File: config.mk
export PLATFORM = sky130hd
export DESIGN_NAME = alu_issue
export DESIGN_NICKNAME = d
export VERILOG_FILES = /design/src/rtl/alu_issue.sv
export SDC_FILE = /design/constraint.sdc
export NUM_CORES = 2
export LEC_CHECK = 0
export BUFFER_PORTS_ARGS = -buffer_cell sky130_fd_sc_hd__buf_4
export CORE_MARGIN = 2
export CORE_UTILIZATION = 30
export CTS_BUF_LIST = sky130_fd_sc_hd__clkbuf_16
export CTS_CLUSTER_SIZE = 30
export DETAILED_ROUTE_END_ITERATION = 10
export PLACE_DENSITY_LB_ADDON = 0.2
export SYNTH_ARGS = -nofsm -noshare
export SYNTH_HDL_FRONTEND = slang
export SYNTH_SLANG_ARGS = --single-unit
File: constraint.sdc
create_clock -name clk -period 14.45 [get_ports clk]
set_input_delay 0.7225 -clock clk [delete_from_list [all_inputs] [get_ports clk]]
set_output_delay 0.7225 -clock clk [all_outputs]
set_load 0.03 [all_outputs]
File: src/rtl/alu_issue.sv
// Single-issue MIPS R-type sequencer driving an external combinational ALU.
// Holds a 32x32 register file; each instruction walks IDLE -> EXEC -> WB.
module alu_issue (
    input  logic        clk,
    input  logic        reset,
    input  logic        instr_valid,
    output logic        instr_ready,
    input  logic [31:0] instr,
    output logic [31:0] DR1,
    output logic [31:0] DR2,
    output logic [2:0]  ALUControl,
    input  logic [31:0] ALUOutput,
    output logic        done,
    output logic        illegal,
    output logic [4:0]  wb_addr,
    output logic [31:0] wb_data,
    input  logic [4:0]  dbg_raddr,
    output logic [31:0] dbg_rdata
);

    typedef enum logic [1:0] {
        IDLE = 2'd0,
        EXEC = 2'd1,
        WB   = 2'd2
    } state_t;

    state_t      state_q, state_d;
    logic [31:0] instr_q, instr_d;
    logic [31:0] result_q, result_d;
    logic [31:0] rf_q [32];

    logic [5:0]  opcode;
    logic [4:0]  rs, rt, rd;
    logic [5:0]  funct;
    logic [2:0]  op_ctrl;
    logic        op_legal;
    logic        rf_we;
    logic        shamt_unused;

    assign opcode       = instr_q[31:26];
    assign rs           = instr_q[25:21];
    assign rt           = instr_q[20:16];
    assign rd           = instr_q[15:11];
    assign funct        = instr_q[5:0];
    assign shamt_unused = ^instr_q[10:6];

    // NOTE: every signal written in an always_comb gets a default first, so no path leaves it unassigned and no latch is inferred.
    always_comb begin
        op_ctrl  = 3'b000;
        op_legal = 1'b0;
        if (opcode == 6'd0) begin
            op_legal = 1'b1;
            case (funct)
                6'h20:   op_ctrl = 3'b001;
                6'h22:   op_ctrl = 3'b010;
                6'h2A:   op_ctrl = 3'b011;
                6'h24:   op_ctrl = 3'b100;
                6'h25:   op_ctrl = 3'b101;
                6'h26:   op_ctrl = 3'b110;
                6'h27:   op_ctrl = 3'b111;
                default: op_legal = 1'b0;
            endcase
        end
    end

    always_comb begin
        state_d  = state_q;
        instr_d  = instr_q;
        result_d = result_q;
        case (state_q)
            IDLE: begin
                if (instr_valid) begin
                    instr_d = instr;
                    state_d = EXEC;
                end
            end
            EXEC: begin
                // Illegal instructions retire with a zero result whatever the ALU returns.
                result_d = op_legal ? ALUOutput : 32'd0;
                state_d  = WB;
            end
            WB:      state_d = IDLE;
            default: state_d = IDLE;
        endcase
    end

    // NOTE: sequential state uses non-blocking assignments so every register samples pre-edge values.
    always_ff @(posedge clk) begin
        if (reset) begin
            state_q  <= IDLE;
            instr_q  <= 32'd0;
            result_q <= 32'd0;
        end else begin
            state_q  <= state_d;
            instr_q  <= instr_d;
            result_q <= result_d;
        end
    end

    assign rf_we = (state_q == WB) && op_legal && (rd != 5'd0);

    // NOTE: the register file must come out of reset all-zero, so it is cleared explicitly and therefore maps to flops, not a RAM macro.
    always_ff @(posedge clk) begin
        if (reset) begin
            for (int i = 0; i < 32; i++) begin
                rf_q[i] <= 32'd0;
            end
        end else if (rf_we) begin
            rf_q[rd] <= result_q;
        end
    end

    always_comb begin
        instr_ready = (state_q == IDLE);
        DR1         = 32'd0;
        DR2         = 32'd0;
        ALUControl  = 3'b000;
        done        = 1'b0;
        illegal     = 1'b0;
        wb_addr     = 5'd0;
        wb_data     = 32'd0;
        if (state_q == EXEC) begin
            DR1        = (rs == 5'd0) ? 32'd0 : rf_q[rs];
            DR2        = (rt == 5'd0) ? 32'd0 : rf_q[rt];
            ALUControl = op_ctrl;
        end
        if (state_q == WB) begin
            done    = 1'b1;
            illegal = ~op_legal;
            wb_addr = rd;
            wb_data = result_q;
        end
    end

    assign dbg_rdata = (dbg_raddr == 5'd0) ? 32'd0 : rf_q[dbg_raddr];

endmodule

# --- Word level (Yosys, flattened, before mapping) ---
# Memories as Yosys holds them, arrays and structs flattened. A register that Yosys moved wholly into a read port is not among the register bits.
# Cells that the tools add are included.
op_classes:
  reduce_logical: 11
  n_eq_ne: 10
  mux: 29
  bitwise: 1
op_table:
  columns: ["op", "n"]
  rows:
  - ["32-bit two-way mux", 8]
  - ["6-bit equality test (second input constant)", 7]
  - ["32-bit OR reduction", 1]
  - ["5-bit two-way mux", 6]
  - ["3-bit case mux with 7 select lines", 1]
  - ["5-bit logical NOT", 3]
  - ["1-bit two-way mux", 10]
  - ["7-bit OR reduction", 1]
  - ["6-bit logical NOT", 1]
  - ["3-bit two-way mux", 2]
  - ["5-bit nonzero test", 1]
  - ["2-bit case mux with 2 select lines", 1]
  - ["2-bit by 1-bit equality test with 1-bit output (second input constant)", 1]
  - ["2-bit equality test (second input constant)", 1]
  - ["1-bit logical AND", 2]
  - ["2-bit logical NOT", 1]
  - ["2-bit two-way mux", 1]
  - ["2-bit inequality test (second input constant)", 1]
  - ["2-bit AND reduction", 1]
  - ["1-bit inverter", 1]
word_totals:
  n_memories: 1
  register_bits: 66
  out_inout_bits: 139
  input_bits: 72
  wordCells: 55
  ram_bits: 1024
memory_table:
  columns: ["memory", "depth", "width", "rd", "rd_ports_with_merged_regs", "wr", "line", "source"]
  rows:
  - ["rf_q", 32, 32, 3, 2, 32, "30", "logic [31:0] rf_q [32];"]

# --- Longest topological paths before layout ---
depth:
  ltp_word: 11
  mapped_depth: 9

# --- Worst setup path before layout ---
# OpenSTA, ideal clock, no wires.
synth_path:
  path_kind: "reg-to-reg"
  start: "register instr_q[31]"
  end: "memory rf_q[14][0], enable pin"
  path_stages_with_launch: 6
  t_arrival_ns: 4.336
  path_slack_ns: 9.644
  n_path_buf: 1
  path_cell_list: "dfxtp_1 -> or4_1 -> a2111oi_4 -> nand4_1 -> clkbuf_1 -> o31ai_1"
synth_rtl:
  columns: ["element", "line", "source"]
  rows:
  - ["from (decl)", "28", "logic [31:0] instr_q, instr_d;"]
  - ["from (signal assigned)", "95", "instr_q <= instr_d;"]
  - ["to (decl)", "30", null]

==> flow_summary.yaml <==
drt:
  finalWirelength_um: 287000
  vias: 48388
  viasPerCell: 6.21
  wl_per_cell_um: 36.9
  drtIter0Drc: 6508
  antenna_left: 0
  drc: 0
  first_pass_iters: 6
logic_synthesis:
  synth_top_family_by_area: "multiplexers"
  syn_avg_cell_area_um2: 13.2
  yosysUniqueCellTypes: 36
  yosys_warnings: 0
  postSynthRegisterBits: 1095
  yosysSeqAreaShare_pct: 50.3
  synth_cells: 4853
  synthXorXnorAreaFrac_pct: 0.0137
  synth_area_leaders: "edfxtp_1 48%, mux4_2 21%, mux2i_1 7.3%"
  muxShareOfSynthArea_pct: 30.1
  ys.flop_type: "edfxtp_1"
  synth-adder-area-share_pct: 0
  async_reset_ff_share_pct: 0
  synthSimpleGateAreaFrac_pct: 10.6
  yosysTopAreaCellShare_pct: 48.0
  synth_area_leader_cell: "edfxtp_1"
  syn_area_um2: 64000
  synth_edf_count: 1024
  synth_compound_area_share_pct: 5.86
pwr:
  pwr-share-clk_pct: 41.1
  power_frac_comb_pct: 14.7
  swShare_pct: 28.1
  powerDensity_nw_per_um2: 113
  ir_drop_uv: 128
  power_frac_seq_pct: 44.3
  p_leak_uw: 0.0226
  p_sw_uw: 2340
  p_int_uw: 5980
grt:
  grt_pass1_vias: 47709
  grt.overflow.total: 0
  grt_max_degree: 192
  grt_use_total_pct: 25.9
  antenna_found_initial: 12
  grt_pass1_wl_um: 392000
layout:
  finalNonFillerCells: 7789
  drive_gt1_share_pct: 26.5
  area_delta_synth_final_pct: 14.6
  fillers: 20686
  area.sequential_um2: 32200
  multiInputGateArea_um2: 30500
  fin_nets: 4936
worst_setup_path:
  endpoint_kind: "output pin"
  cp-start-kind: "register"
  cp.arrival_ns: 5.88
  worstPathRequired_ns: 13.73
  timing_worst_setup_path_type: "register to output pin"
  cp_max_fo: 92
placement:
  gp_congestion: 0.872
  hpwl_um: 175000
  placed_cells: 7549
  portBuffers: 205
sta:
  hold_viol: 0
  final_max_slew_viol_count: 0
  finalCriticalPeriod_ns: 6.60
  rsz0062_at_grt: "no"
  finalSetupTns_ns: 0
  setup_viol: 0
  clock_skew_ns: 0.0418
  max_freq_mhz: 151
  slew_headroom_pct: 5.08
  hold_slack_ns: 0.163
  fin_crit_sh_pct: 45.7
  worst_pin_slew_ns: 1.42
floorplan:
  die_w_um: 466
  initial_core_util_pct: 30.2
  die_area_um2: 217000
  rows: 169
  die_h_um: 466
  ios: 211
  core_um2: 212000
clock_tree:
  cts_buffer_depth: 3
  clock-root-buffer: "clkbuf_16"
  hold_buffers: 0
  cts_setup_buffers: 0
  htreeDepth: 4
  numCtsBuffers: 134
  clkTransAtPathRegs_ns: 0.06
  clock_latency_ns: 0.83
  postCtsResizedCells: 0
  cts_sinks: 1095
  cts_tree: "built"
status:
  outcome: "completed"
flow_run:
  maxCapViolCount: 0
min_path:
  min_path_type: "input port to register"
[critical path: stages, from the launching register on]
cell     delay, ns
dfxtp_4       0.85
buf_12        0.55
buf_4         0.90
buf_4         0.91
mux4_2        0.37
mux2i_1       0.08
a221o_1       0.39
a21oi_1       0.49
buf_4         0.27
[stage by stage]
stage / cell area [um2] / power, uW / util (%) / setup WS, ns
3_3_place_gp: 69000 / 4940 / 32.5 / 8.49
4_1_cts: 73400 / 8340 / 34.6 / 7.77
5_1_grt: 73400 / 8520 / 34.6 / 7.66
6_report: 73400 / 8320 / 34.6 / 7.85
2_1_floorplan: 64100 / 4430 / - / 9.64
3_5_place_dp: 69000 / 4950 / 32.5 / 8.51
[per-layer routing]
metal | track usage, % | vias up | routed length (um)
met5 | 0 | - | 52
met4 | 9.84 | 8 | 12000
met3 | 5.69 | 574 | 30900
met2 | 39.9 | 3172 | 129000
met1 | 35.5 | 25400 | 115000
li1 | - | 19234 | -
[worst paths after layout]
kind | start | endpoint | slack [ns] | depth (start not counted)
max | register | DR2[16] | 7.85 | 8
min | instr[27] | instr_q[27] | 0.16 | 3
max reg2reg | instr_q[26] | rf_q[6][26] | 9.71 | 6
min reg2reg | instr_q[30] | instr_q[30] | 0.45 | 2
[final cells by class]
cell class	instances	area share, %
flip-flops and latches	1095	43.9
multi-input cells	3270	41.5
well taps	2821	4.81
clock buffers	136	4.64
repair buffers	352	3.77
clock inverters	102	1.27
inverters	11	0.0597
diodes	2	0.00682
[cells in the final DEF, fill, tap and decap left out, types with 61 or more instances in the layout]
| cell | count |
|---|---|
| a22oi_1 | 96 |
| nor2_1 | 646 |
| a221o_1 | 64 |
| mux2i_1 | 465 |
| edfxtp_1 | 1024 |
| nor3_1 | 385 |
| mux4_2 | 608 |
| clkbuf_16 | 136 |
| nand2_1 | 354 |
| a21oi_1 | 80 |
| dfxtp_1 | 61 |
| a31oi_1 | 66 |
| buf_4 | 340 |
| mux2_2 | 79 |
[power groups by stage]
stage / registers (uW) / clock network, uW / logic (uW)
2_1_floorplan: 3700 / 0 / 730
3_3_place_gp: 3740 / 0 / 1200
3_5_place_dp: 3740 / 0 / 1200
4_1_cts: 3680 / 3450 / 1210
5_1_grt: 3690 / 3570 / 1250
6_report: 3680 / 3420 / 1220
[registers in the layout (all words and copies together) (netlist names), named ones only]
| name | count |
|---|---|
| instr_q | 27 |
| result_q | 32 |
| rf_q | 1024 |
| state_q | 2 |
[synth_stat cells (all sizes together), types with 4 or more instances]
| library cell | count |
|---|---|
| a211oi | 32 |
| a21oi | 81 |
| a221o | 64 |
| a221oi | 22 |
| a22oi | 96 |
| a311oi | 32 |
| a31oi | 66 |
| a32oi | 32 |
| and2 | 42 |
| buf | 166 |
| clkbuf | 342 |
| dfxtp | 71 |
| edfxtp | 1024 |
| inv | 11 |
| mux2 | 79 |
| mux2i | 465 |
| mux4 | 608 |
| nand2 | 355 |
| nand2b | 9 |
| nand4 | 44 |
| nor2 | 655 |
| nor2b | 44 |
| nor3 | 385 |
| o2111ai | 10 |
| o21ai | 75 |
| o31ai | 12 |
| or2 | 20 |
| or4 | 4 |
[kinds of logic after synthesis]
kind of cell,Yosys count
buffers and inverters,519
other,1
multiplexers,1152
flip-flops,1095
AO/OA/AOI/OAI,523
AND/OR/NAND/NOR,1562
XOR/XNOR,1
Power figures use the tool's default switching activity.
